`src/rtl/mem_access_ctrl_pkg.sv`:
```
// Shared MEM-stage definitions: memory op kinds, access FSM states, strobe constants.
// Optional feature macro: MEM_UNALIGNED_LR_EN (enables LWL/LWR/SWL/SWR).
package mem_access_ctrl_pkg;

  typedef enum logic [3:0] {
    MEM_NONE = 4'd0,
    MEM_LB   = 4'd1,
    MEM_LBU  = 4'd2,
    MEM_LH   = 4'd3,
    MEM_LHU  = 4'd4,
    MEM_LW   = 4'd5,
    MEM_LWL  = 4'd6,
    MEM_LWR  = 4'd7,
    MEM_SB   = 4'd8,
    MEM_SH   = 4'd9,
    MEM_SW   = 4'd10,
    MEM_SWL  = 4'd11,
    MEM_SWR  = 4'd12
  } mem_op_t;

  typedef enum logic [2:0] {
    S_IDLE  = 3'd0,
    S_REQ   = 3'd1,
    S_WAIT  = 3'd2,
    S_HOLD  = 3'd3,
    S_DRAIN = 3'd4
  } mstate_t;

  localparam logic [3:0] WSTRB_NONE = 4'b0000;
  localparam logic [3:0] WSTRB_ALL  = 4'b1111;

  // Unaligned left/right ops only count as real accesses when the feature is built in.
  function automatic logic op_is_load(input mem_op_t op);
    case (op)
      MEM_LB, MEM_LBU, MEM_LH, MEM_LHU, MEM_LW: return 1'b1;
`ifdef MEM_UNALIGNED_LR_EN
      MEM_LWL, MEM_LWR: return 1'b1;
`endif
      default: return 1'b0;
    endcase
  endfunction

  function automatic logic op_is_store(input mem_op_t op);
    case (op)
      MEM_SB, MEM_SH, MEM_SW: return 1'b1;
`ifdef MEM_UNALIGNED_LR_EN
      MEM_SWL, MEM_SWR: return 1'b1;
`endif
      default: return 1'b0;
    endcase
  endfunction

endpackage

```
`src/rtl/mem_align.sv`:
```
// Combinational lane logic: load byte/half extract, sign/zero extend, LWL/LWR merge,
// and store strobe/data replication. LWL/LWR/SWL/SWR exist only with MEM_UNALIGNED_LR_EN.
module mem_align
  import mem_access_ctrl_pkg::*;
(
  input  mem_op_t     ld_op,
  input  logic [1:0]  ld_off,
  input  logic [31:0] ld_raw,
  input  logic [31:0] ld_old,
  output logic [31:0] ld_data,
  input  mem_op_t     st_op,
  input  logic [1:0]  st_off,
  input  logic [31:0] st_src,
  output logic [3:0]  st_wstrb,
  output logic [31:0] st_wdata
);

  logic [7:0]  ld_byte;
  logic [15:0] ld_half;

  always_comb begin
    ld_byte = 8'(ld_raw >> {ld_off, 3'b000});
    ld_half = ld_off[1] ? ld_raw[31:16] : ld_raw[15:0];
    ld_data = '0;
    case (ld_op)
      MEM_LB:  ld_data = {{24{ld_byte[7]}}, ld_byte};
      MEM_LBU: ld_data = {24'h0, ld_byte};
      MEM_LH:  ld_data = {{16{ld_half[15]}}, ld_half};
      MEM_LHU: ld_data = {16'h0, ld_half};
      MEM_LW:  ld_data = ld_raw;
`ifdef MEM_UNALIGNED_LR_EN
      // Little-endian: LWL fills the high bytes of rt, LWR the low bytes.
      MEM_LWL: begin
        case (ld_off)
          2'd0:    ld_data = {ld_raw[7:0],  ld_old[23:0]};
          2'd1:    ld_data = {ld_raw[15:0], ld_old[15:0]};
          2'd2:    ld_data = {ld_raw[23:0], ld_old[7:0]};
          default: ld_data = ld_raw;
        endcase
      end
      MEM_LWR: begin
        case (ld_off)
          2'd0:    ld_data = ld_raw;
          2'd1:    ld_data = {ld_old[31:24], ld_raw[31:8]};
          2'd2:    ld_data = {ld_old[31:16], ld_raw[31:16]};
          default: ld_data = {ld_old[31:8],  ld_raw[31:24]};
        endcase
      end
`endif
      default: ld_data = '0;
    endcase
  end

  always_comb begin
    st_wstrb = WSTRB_NONE;
    st_wdata = '0;
    case (st_op)
      MEM_SB: begin
        st_wstrb = 4'b0001 << st_off;
        st_wdata = {4{st_src[7:0]}};
      end
      MEM_SH: begin
        st_wstrb = 4'b0011 << {st_off[1], 1'b0};
        st_wdata = {2{st_src[15:0]}};
      end
      MEM_SW: begin
        st_wstrb = WSTRB_ALL;
        st_wdata = st_src;
      end
`ifdef MEM_UNALIGNED_LR_EN
      MEM_SWL: begin
        st_wstrb = WSTRB_ALL >> (2'd3 - st_off);
        st_wdata = st_src >> {(2'd3 - st_off), 3'b000};
      end
      MEM_SWR: begin
        st_wstrb = WSTRB_ALL << st_off;
        st_wdata = st_src << {st_off, 3'b000};
      end
`endif
      default: begin
        st_wstrb = WSTRB_NONE;
        st_wdata = '0;
      end
    endcase
  end

`ifndef MEM_UNALIGNED_LR_EN
  logic unused_old;
  assign unused_old = ^ld_old;
`endif

endmodule

```
`src/rtl/mem_access_ctrl.sv`:
```
// MEM-stage data-memory access controller: MEM pipeline register, cache request FSM,
// load alignment and stall generation. Optional macro: MEM_UNALIGNED_LR_EN.
module mem_access_ctrl
  import mem_access_ctrl_pkg::*;
#(
  parameter int ADDR_W = 32,
  parameter int DATA_W = 32
) (
  input  logic              clk,
  input  logic              rst,
  input  logic              MEM_Flush,
  input  logic              MEM_Wr,
  input  logic [ADDR_W-1:0] EXE_ALUOut,
  input  logic [DATA_W-1:0] EXE_OutB,
  input  mem_op_t           EXE_LoadType,
  input  mem_op_t           EXE_StoreType,
  input  logic [4:0]        EXE_Dst,
  input  logic              EXE_Exception,
  output logic              req_valid,
  output logic [ADDR_W-1:0] req_addr,
  output logic [3:0]        req_wstrb,
  output logic [DATA_W-1:0] req_wdata,
  input  logic              req_ready,
  input  logic              resp_valid,
  input  logic [DATA_W-1:0] resp_rdata,
  output logic [4:0]        MEM_Dst,
  output logic [DATA_W-1:0] MEM_LoadData,
  output logic              MEM_LoadValid,
  output logic              MEM_DCacheStall
);

  // Handshake: a request transfers on the cycle req_valid && req_ready are both high;
  // address/strobe/data hold steady until then, and the cache answers a read with
  // exactly one resp_valid pulse no earlier than the cycle after the transfer.

  mstate_t           state_q, state_d;
  logic              req_valid_q, req_valid_d;
  logic [ADDR_W-1:0] addr_q, addr_d;
  logic [DATA_W-1:0] outb_q, outb_d;
  mem_op_t           ltype_q, ltype_d;
  logic              is_load_q, is_load_d;
  logic [4:0]        dst_q, dst_d;
  logic [3:0]        wstrb_q, wstrb_d;
  logic [DATA_W-1:0] wdata_q, wdata_d;
  logic [DATA_W-1:0] ldata_q, ldata_d;
  logic              lvalid_q, lvalid_d;

  logic              stall;
  logic              capture, cap_load, cap_store;
  logic [31:0]       al_ld_data, al_st_wdata;
  logic [3:0]        al_st_wstrb;

  assign stall = (state_q == S_REQ) || (state_q == S_WAIT) || (state_q == S_DRAIN);

  // Load path sees the MEM register; store path sees execute-stage operands so the
  // lane-shifted request is ready in the register the moment it is captured.
  mem_align u_align (
    .ld_op    (ltype_q),
    .ld_off   (addr_q[1:0]),
    .ld_raw   (resp_rdata),
    .ld_old   (outb_q),
    .ld_data  (al_ld_data),
    .st_op    (EXE_StoreType),
    .st_off   (EXE_ALUOut[1:0]),
    .st_src   (EXE_OutB),
    .st_wstrb (al_st_wstrb),
    .st_wdata (al_st_wdata)
  );

  always_comb begin
    capture   = MEM_Wr && !stall;
    cap_load  = op_is_load(EXE_LoadType) && !EXE_Exception;
    cap_store = op_is_store(EXE_StoreType) && !EXE_Exception;

    state_d   = state_q;
    addr_d    = addr_q;
    outb_d    = outb_q;
    ltype_d   = ltype_q;
    is_load_d = is_load_q;
    dst_d     = dst_q;
    wstrb_d   = wstrb_q;
    wdata_d   = wdata_q;
    ldata_d   = ldata_q;

    if (MEM_Flush) begin
      addr_d    = '0;
      outb_d    = '0;
      ltype_d   = MEM_NONE;
      is_load_d = 1'b0;
      dst_d     = '0;
      wstrb_d   = WSTRB_NONE;
      wdata_d   = '0;
      ldata_d   = '0;
    end else if (capture) begin
      addr_d    = EXE_ALUOut;
      outb_d    = EXE_OutB;
      ltype_d   = cap_load ? EXE_LoadType : MEM_NONE;
      is_load_d = cap_load;
      dst_d     = EXE_Dst;
      wstrb_d   = cap_store ? al_st_wstrb : WSTRB_NONE;
      wdata_d   = cap_store ? al_st_wdata : '0;
    end

    case (state_q)
      S_IDLE: begin
        if (!MEM_Flush && capture && (cap_load || cap_store)) state_d = S_REQ;
      end
      S_REQ: begin
        if (MEM_Flush)      state_d = S_IDLE;
        else if (req_ready) state_d = is_load_q ? S_WAIT : S_HOLD;
      end
      S_WAIT: begin
        // A response arriving with the flush is swallowed here, so no drain is needed.
        if (resp_valid) begin
          state_d = MEM_Flush ? S_IDLE : S_HOLD;
          if (!MEM_Flush) ldata_d = al_ld_data;
        end else if (MEM_Flush) begin
          state_d = S_DRAIN;
        end
      end
      S_HOLD: begin
        if (MEM_Flush)    state_d = S_IDLE;
        else if (capture) state_d = (cap_load || cap_store) ? S_REQ : S_IDLE;
      end
      S_DRAIN: begin
        if (resp_valid) state_d = S_IDLE;
      end
      default: state_d = S_IDLE;
    endcase

    req_valid_d = (state_d == S_REQ);
    lvalid_d    = (state_d == S_HOLD) && is_load_d;
  end

  always_ff @(posedge clk or posedge rst) begin
    if (rst) begin
      state_q     <= S_IDLE;
      req_valid_q <= 1'b0;
      addr_q      <= '0;
      outb_q      <= '0;
      ltype_q     <= MEM_NONE;
      is_load_q   <= 1'b0;
      dst_q       <= '0;
      wstrb_q     <= WSTRB_NONE;
      wdata_q     <= '0;
      ldata_q     <= '0;
      lvalid_q    <= 1'b0;
    end else begin
      state_q     <= state_d;
      req_valid_q <= req_valid_d;
      addr_q      <= addr_d;
      outb_q      <= outb_d;
      ltype_q     <= ltype_d;
      is_load_q   <= is_load_d;
      dst_q       <= dst_d;
      wstrb_q     <= wstrb_d;
      wdata_q     <= wdata_d;
      ldata_q     <= ldata_d;
      lvalid_q    <= lvalid_d;
    end
  end

  assign req_valid       = req_valid_q;
  assign req_addr        = {addr_q[ADDR_W-1:2], 2'b00};
  assign req_wstrb       = wstrb_q;
  assign req_wdata       = wdata_q;
  assign MEM_Dst         = dst_q;
  assign MEM_LoadData    = ldata_q;
  assign MEM_LoadValid   = lvalid_q;
  assign MEM_DCacheStall = stall;

endmodule

```
`config.mk`:
```
export PLATFORM = sky130hd
export DESIGN_NAME = mem_access_ctrl
export DESIGN_NICKNAME = d
export VERILOG_FILES = /design/src/rtl/mem_access_ctrl_pkg.sv /design/src/rtl/mem_align.sv /design/src/rtl/mem_access_ctrl.sv
export SDC_FILE = /design/constraint.sdc
export NUM_CORES = 1
export LEC_CHECK = 0
export BUFFER_PORTS_ARGS = -buffer_cell sky130_fd_sc_hd__buf_4
export CAP_MARGIN = 15
export CORE_ASPECT_RATIO = 0.8
export CORE_UTILIZATION = 39
export DETAILED_ROUTE_END_ITERATION = 12
export GPL_TIMING_DRIVEN = 0
export HOLD_SLACK_MARGIN = 0.15
export PLACE_DENSITY = 0.71
export SETUP_SLACK_MARGIN = 0.5
export SLEW_MARGIN = 40
export SYNTH_ARGS = -nofsm -noshare
export SYNTH_HDL_FRONTEND = slang
export SYNTH_SLANG_ARGS = --single-unit
```
`constraint.sdc`:
```
create_clock -name clk -period 7.21 [get_ports clk]
set_input_delay 0.721 -clock clk [delete_from_list [all_inputs] [get_ports clk]]
set_output_delay 0.721 -clock clk [all_outputs]
set_load 0.02 [all_outputs]
```
Word-level counts from Yosys, hierarchy flattened
Cells that the tools add are included.
- flip-flop bits (word level): 115
- bits of input ports: 116
- output and inout port bits: 108
- word-level logic and storage cells: 85
- eq/ne operators: 19
- shift operators: 3
- multiplexer cells: 37
- reduce and logical (&&, ||, !) cells: 16
- operators by type and width (kind ; count):
    $mux 32 ; 9
    $pmux 32 s5 ; 1
    $pmux 32 s3 ; 1
    $shr 32x5->8 ; 1
    $mux 3 ; 8
    $mux 4 ; 6
    $eq 4x2->1 const B ; 4
    $eq 4x3->1 const B ; 4
    $mux 16 ; 1
    $pmux 3 s5 ; 1
    $eq 4x4->1 const B ; 3
    $pmux 4 s3 ; 1
    $mux 5 ; 2
    $eq 3x2->1 const B ; 3
    $eq 4x1->1 const B ; 2
    $eq 3x1->1 const B ; 2
    $logic_and 1x1->1 ; 6
    $mux 1 ; 6
    $reduce_or 5->1 ; 1
    $shl 1x2->4 const A ; 1
    $shl 2x2->4 const A ; 1
    $eq 3x3->1 const B ; 1
    $logic_not 1->1 ; 3
    $logic_not 3->1 ; 1
    4 further kinds ; 6

Longest topological paths before layout
- depth in word-level cells: 11
- mapped depth: 8
- gate-level depth less buffers: 6

By module
Synthesis repeated with hierarchy kept, for this count alone.
- cell total of the unflattened synthesis: 678
- area total of the unflattened synthesis: 7034.2 um^2
- by module, submodules not included (module ; times used ; cells an instance ; area an instance (um^2) ; seq. area each (um^2)):
    mem_access_ctrl ; 1 ; 458 ; 5703.0 ; 3678.5
    mem_align ; 1 ; 220 ; 1331.3 ; 0.0

Least setup slack after synthesis
OpenSTA, ideal clock, no wires.
- path kind: input to register
- from: input MEM_Flush
- to: register ldata_q[24], in the netlist MEM_LoadData[24]
- library setup time: 0.064 ns
- arrival: 2.110 ns
- data required time: 7.146 ns
- setup slack: 5.036 ns
- cell stages on the path: 6
- buffers on the path: 2
- cells stage by stage: buf_2 -> or3_4 -> a2111o_1 -> buf_6 -> a21oi_2 -> a21o_1
- cells in the longest elaborated chain, start to end: 4
- RTL lines (element ; line ; text):
    start: declaration ; mem_access_ctrl.sv:11 ; input logic MEM_Flush,
    $mux 32 ; mem_access_ctrl.sv:85 ; if (MEM_Flush) begin
    $mux 32 ; mem_access_ctrl.sv:116 ; if (!MEM_Flush) ldata_d = al_ld_data;
    $mux 32 ; mem_access_ctrl.sv:114 ; if (resp_valid) begin
    $mux 32 (*) ; mem_access_ctrl.sv:104 ; case (state_q)
    net ldata_d[24] ; mem_access_ctrl.sv:45 ; logic [DATA_W-1:0] ldata_q, ldata_d;
    end signal: assignment ; mem_access_ctrl.sv:158 ; ldata_q <= ldata_d;
    end: declaration ; mem_access_ctrl.sv:45 ;
The timed path passes the listed nets; every way through them passes the cells marked *.
A chain may end at the register's enable or synchronous reset.

Worst setup path after layout
- from: register state_q[1]
- to: output MEM_DCacheStall
- cells in the longest elaborated chain, start to end: 3
- elaborated cells on any way between the ends: 5
- classes of those cells: eq/ne: 3; reduce/logical: 2
- RTL lines (element ; line ; text):
    start: declaration ; mem_access_ctrl.sv:36 ; mstate_t state_q, state_d;
    start signal: assignment ; mem_access_ctrl.sv:149 ; state_q <= state_d;
    $eq 3x1->1 or $eq 3x2->1 (tied branches) ; mem_access_ctrl.sv:53 ; assign stall = (state_q == S_REQ) || (state_q == S_WAIT) || (state_q == S_DRAIN);
    $logic_or 1x1->1 ; mem_access_ctrl.sv:53 ;
    $logic_or 1x1->1 (*) ; mem_access_ctrl.sv:53 ;
    end: declaration ; mem_access_ctrl.sv:29 ; output logic MEM_DCacheStall
Mark *: on every way between the ends. The rest lies on a longest branch, timed or not.

==> results.txt <==
The power per standard cell area was 219.6 mW/mm^2. The share of total power dissipated in the clock network is 45.7%. Relative to the synthesized area, the layout overhead comes to 44.46%. The run gives 40.90% as the initial cell density of the core. For this design, the sink count on the clock tree is 115. The remaining number of nets flagged by the antenna check after routing came out at 0. The share of flip-flops with an asynchronous set or reset is 100.0%.

By area the synthesized netlist is led by dfrtp_1 51%, a22o_1 7.6%, nand2_1 4.8%. The number of top-level pins is 224, and the number of hold buffers added after cts is 0. 0 antenna diodes ended up in the layout. The first routing iteration left 351 violations. For the quantity of gates resized following cts, the log shows 0. The internal power summed over all cells was 1.326 mW; the yosys synthesis warning count was 0. The count of cell instances traversed by the critical path works out to 5. The congestion estimate from routability-driven global placement came to 0.9314. In this run the tightest slew margin relative to its limit is 58.75%.

Measured in cells, the most critical reg-to-reg path has a length of 8. In this run, CTS created clock tree buffers numbering 17. In the final routed layout, each cell accounts on average for 17.96 um. Along the worst path, the maximum fanout reaches 9. The tools report the synthesized netlist cell count as 540. For this run, design rule violations remaining after detail routing come to 0.

On the critical path, the stage with the largest delay is an instance of or3b_1. The largest delay contributor family on the critical path was buffers and inverters. Wire segments on met3 add up to 1369 um in the final route. For the pin with the worst max-slew slack, the measured transition is 0.6155 ns. The placed instances occupy a cell area of 0.007587 sq mm. The tools report the fmax as 0.4123 GHz.

Class of the tightest hold or removal check: in2async. Number of synthesized register bits: 115. The most used flip-flop cell after synthesis is dfrtp_1. The deepest level of the CTS H-tree came out at 4. The type of element capturing the critical path was an output port.

After routing, the total negative slack on setup checks comes to 0 ns. The tools report the nature of the critical path startpoint as a flop. The number of library cell types mapped by synthesis came out at 54. The final layout contains 898 nets. The tools report the via count of the first global-routing pass as 5285. The logs give 1.70 ns for the critical path arrival and 4.784 ns for the setup slack of the critical path after layout.

For the worst setup path, the data required time is 6.49 ns. The die area is 0.01500 sq mm, and the number of core rows is 38. Sequential cells burn 38.0% of the power.

The die outline height was 109.7 um. Entering global routing, the biggest net connects 78 pins. The finished cells cover 0.008175 sq mm.

Once detailed placement completed, the half-perimeter wirelength came to 13280 um. In this run the standard cell core region covers 0.01384 sq mm. The cell that appears most often on the critical path is buf_4.

The final-report setup violation count is 0, and the clock-pin slew reported for the worst setup and hold paths after clock tree synthesis is 0.05 ns. The final count of hold timing violations came out at 0. After detailed routing, the wire length on met1 is 7339 um. The met2 routed wirelength was 8584 um.

For the final database, setup skew stands at 0.007786 ns. Biggest area consumer among synthesized cells: dfrtp_1. The share of total power consumed by net switching was 26.16%. Setup repair after global routing left no endpoint under its margin.

The count of buffering cells on the critical path with inverters included is 3, and the count of flip-flops with a built-in enable after synthesis is 0. In this run the biggest area consumer among cell types represents 50.85% of the synthesized area. Sequential elements use 50.85% of the synthesized area.

The post-synth design cell area came out at 0.005659 sq mm. Using the TritonRoute via totals, the vias-per-cell ratio works out to 5.327. The later pin in the worst-skew pair is clocked with a latency of 0.41 ns. The share of the clock period used by the worst path works out to 33.64%. The post-layout minimum cycle time came out at 2.426 ns.

The tools report the post-CTS repair timing setup buffer count as 0. The via total after detailed routing was 5194; the maximum root-to-sink buffer count was 2. The die extent in x is 136.7 um, and the worst-case vdd ir drop is 0.0001506 V. In this run the tool buffered the top-level ports with 221 buffer cells. Top routing layer in use: met4. The switching power summed over all nets came out at 469.6 uW. The run finished with clean final reports. TritonCTS built the clock tree. Number of pins with negative max-slew slack in the final report: 0.

The critical path class is reg2out. The cell chosen for the clock root is clkbuf_16. The first global-routing pass estimated 27320 um of wire. The combinational share of power is 16.2%. The routed design has 17510 um of wire. Traced cell by cell, the critical path runs through buf_4 -> or3b_1 -> o21a_1 -> inv_2 -> buf_4.

The analysis attributes to cell leakage a power of 4.103 nW. The logs give 0 for the number of max-capacitance violations reported and 0 for the final global-route overflow total. Global routing consumed, over all layers together, 24.24% of the routing resources. The initial antenna violation count was 0; the first-pass iteration count of the detailed router was 5. Before CTS, the worst setup slack after placement is 4.727 ns. The tightest hold path in the finished design has a slack of 0.2836 ns. The mean instance size in the synthesized netlist was 10.48 sq um; the maximum single-stage delay on the critical path was 0.38 ns. The ratio of cells with drive above 1 in the final layout works out to 43.90%.
## metrics by stage
| step | total power, mW | util [%] | instances |
|---|---|---|---|
| floorplan | 0.8528 | - | 541 |
| global placement | 0.9747 | 54.55 | 942 |
| detailed placement | 0.9845 | 54.84 | 943 |
| CTS | 1.811 | 59.02 | 975 |
| global route | 1.866 | 59.09 | 975 |
| finish | 1.795 | 59.09 | 975 |
## layout make-up
type | instances | area [sq um]
plain buffers | 70 | 439.2
multi-input cells | 346 | 2323
inverters | 10 | 45.04
clock buffers | 19 | 442.9
fillers | 1196 | 5660
repair buffers | 222 | 1687
flip-flops and latches | 115 | 2878
well taps | 180 | 225.2
clock inverters | 13 | 135.1
## per-layer routing
metal	global-route usage [%]	vias to the layer above
met3	7.792	20
met5	0	-
li1	-	2423
met4	8.651	0
met1	30.52	2546
met2	39.09	205
## cells in the final DEF (no fill, tap or decap), types with 6 or more instances in the layout
cell type	instances
o21ai_0	25
a22o_1	49
clkbuf_16	17
nand2_1	72
a21o_1	18
o21ai_1	21
nor2_1	11
mux2i_1	10
dfrtp_1	115
buf_4	255
nor3_1	9
a31oi_1	12
mux2_2	17
inv_1	7
a21oi_1	6
clkbuf_1	13
a221oi_1	8
buf_2	20
a22oi_1	27
a21oi_2	12
## power by group through the flow
| stage | Clock [mW] | Sequential (mW) | Combinational (mW) |
|---|---|---|---|
| 6_report | 0.821 | 0.683 | 0.292 |
| 5_1_grt | 0.868 | 0.685 | 0.313 |
| 4_1_cts | 0.837 | 0.683 | 0.292 |
| 3_5_place_dp | 0 | 0.694 | 0.291 |
| 3_3_place_gp | 0 | 0.693 | 0.282 |
| 2_1_floorplan | 0 | 0.697 | 0.155 |
## sequential cells by signal, summed over array words and instances, names as in the netlist
| signal | count |
|---|---|
| req_wdata | 32 |
| MEM_LoadValid | 1 |
| MEM_Dst | 5 |
| is_load_q | 1 |
| req_valid | 1 |
| state_q | 3 |
| ltype_q | 4 |
| MEM_LoadData | 32 |
| req_wstrb | 4 |
| addr_q | 32 |
## synthesized netlist by cell type (all sizes together) (9+ instances only)
master,n
a22oi,27
a21oi,18
a22o,49
o21ai,46
mux2i,10
nor2,11
buf,57
nor3,12
clkbuf,13
dfrtp,115
nand2,72
mux2,17
a21o,18
inv,9
a31oi,12
## worst paths after layout
check,start,end,slack (ns)
setup / recovery,state_q[1],MEM_DCacheStall,4.78
hold / removal,rst,addr_q[15],0.28
setup reg to reg,state_q[1],req_wdata[13],5.00
hold reg to reg,MEM_LoadData[23],MEM_LoadData[23],0.48
max in group asynchronous,rst,MEM_LoadData[21],6.27
min in group clk,MEM_LoadData[23],MEM_LoadData[23],0.48
## cell families after synthesis
| logic type | share of synthesized area, % |
|---|---|
| AO/OA/AOI/OAI | 25.20 |
| XOR/XNOR | 0.3096 |
| adder cells (fa/ha/maj) | 0.1769 |
| buffers and inverters | 8.423 |
| flip-flops | 50.85 |
| multiplexers | 5.151 |
| other | 0.06626 |
| AND/OR/NAND/NOR | 9.817 |
Power figures use the tool's default switching activity.
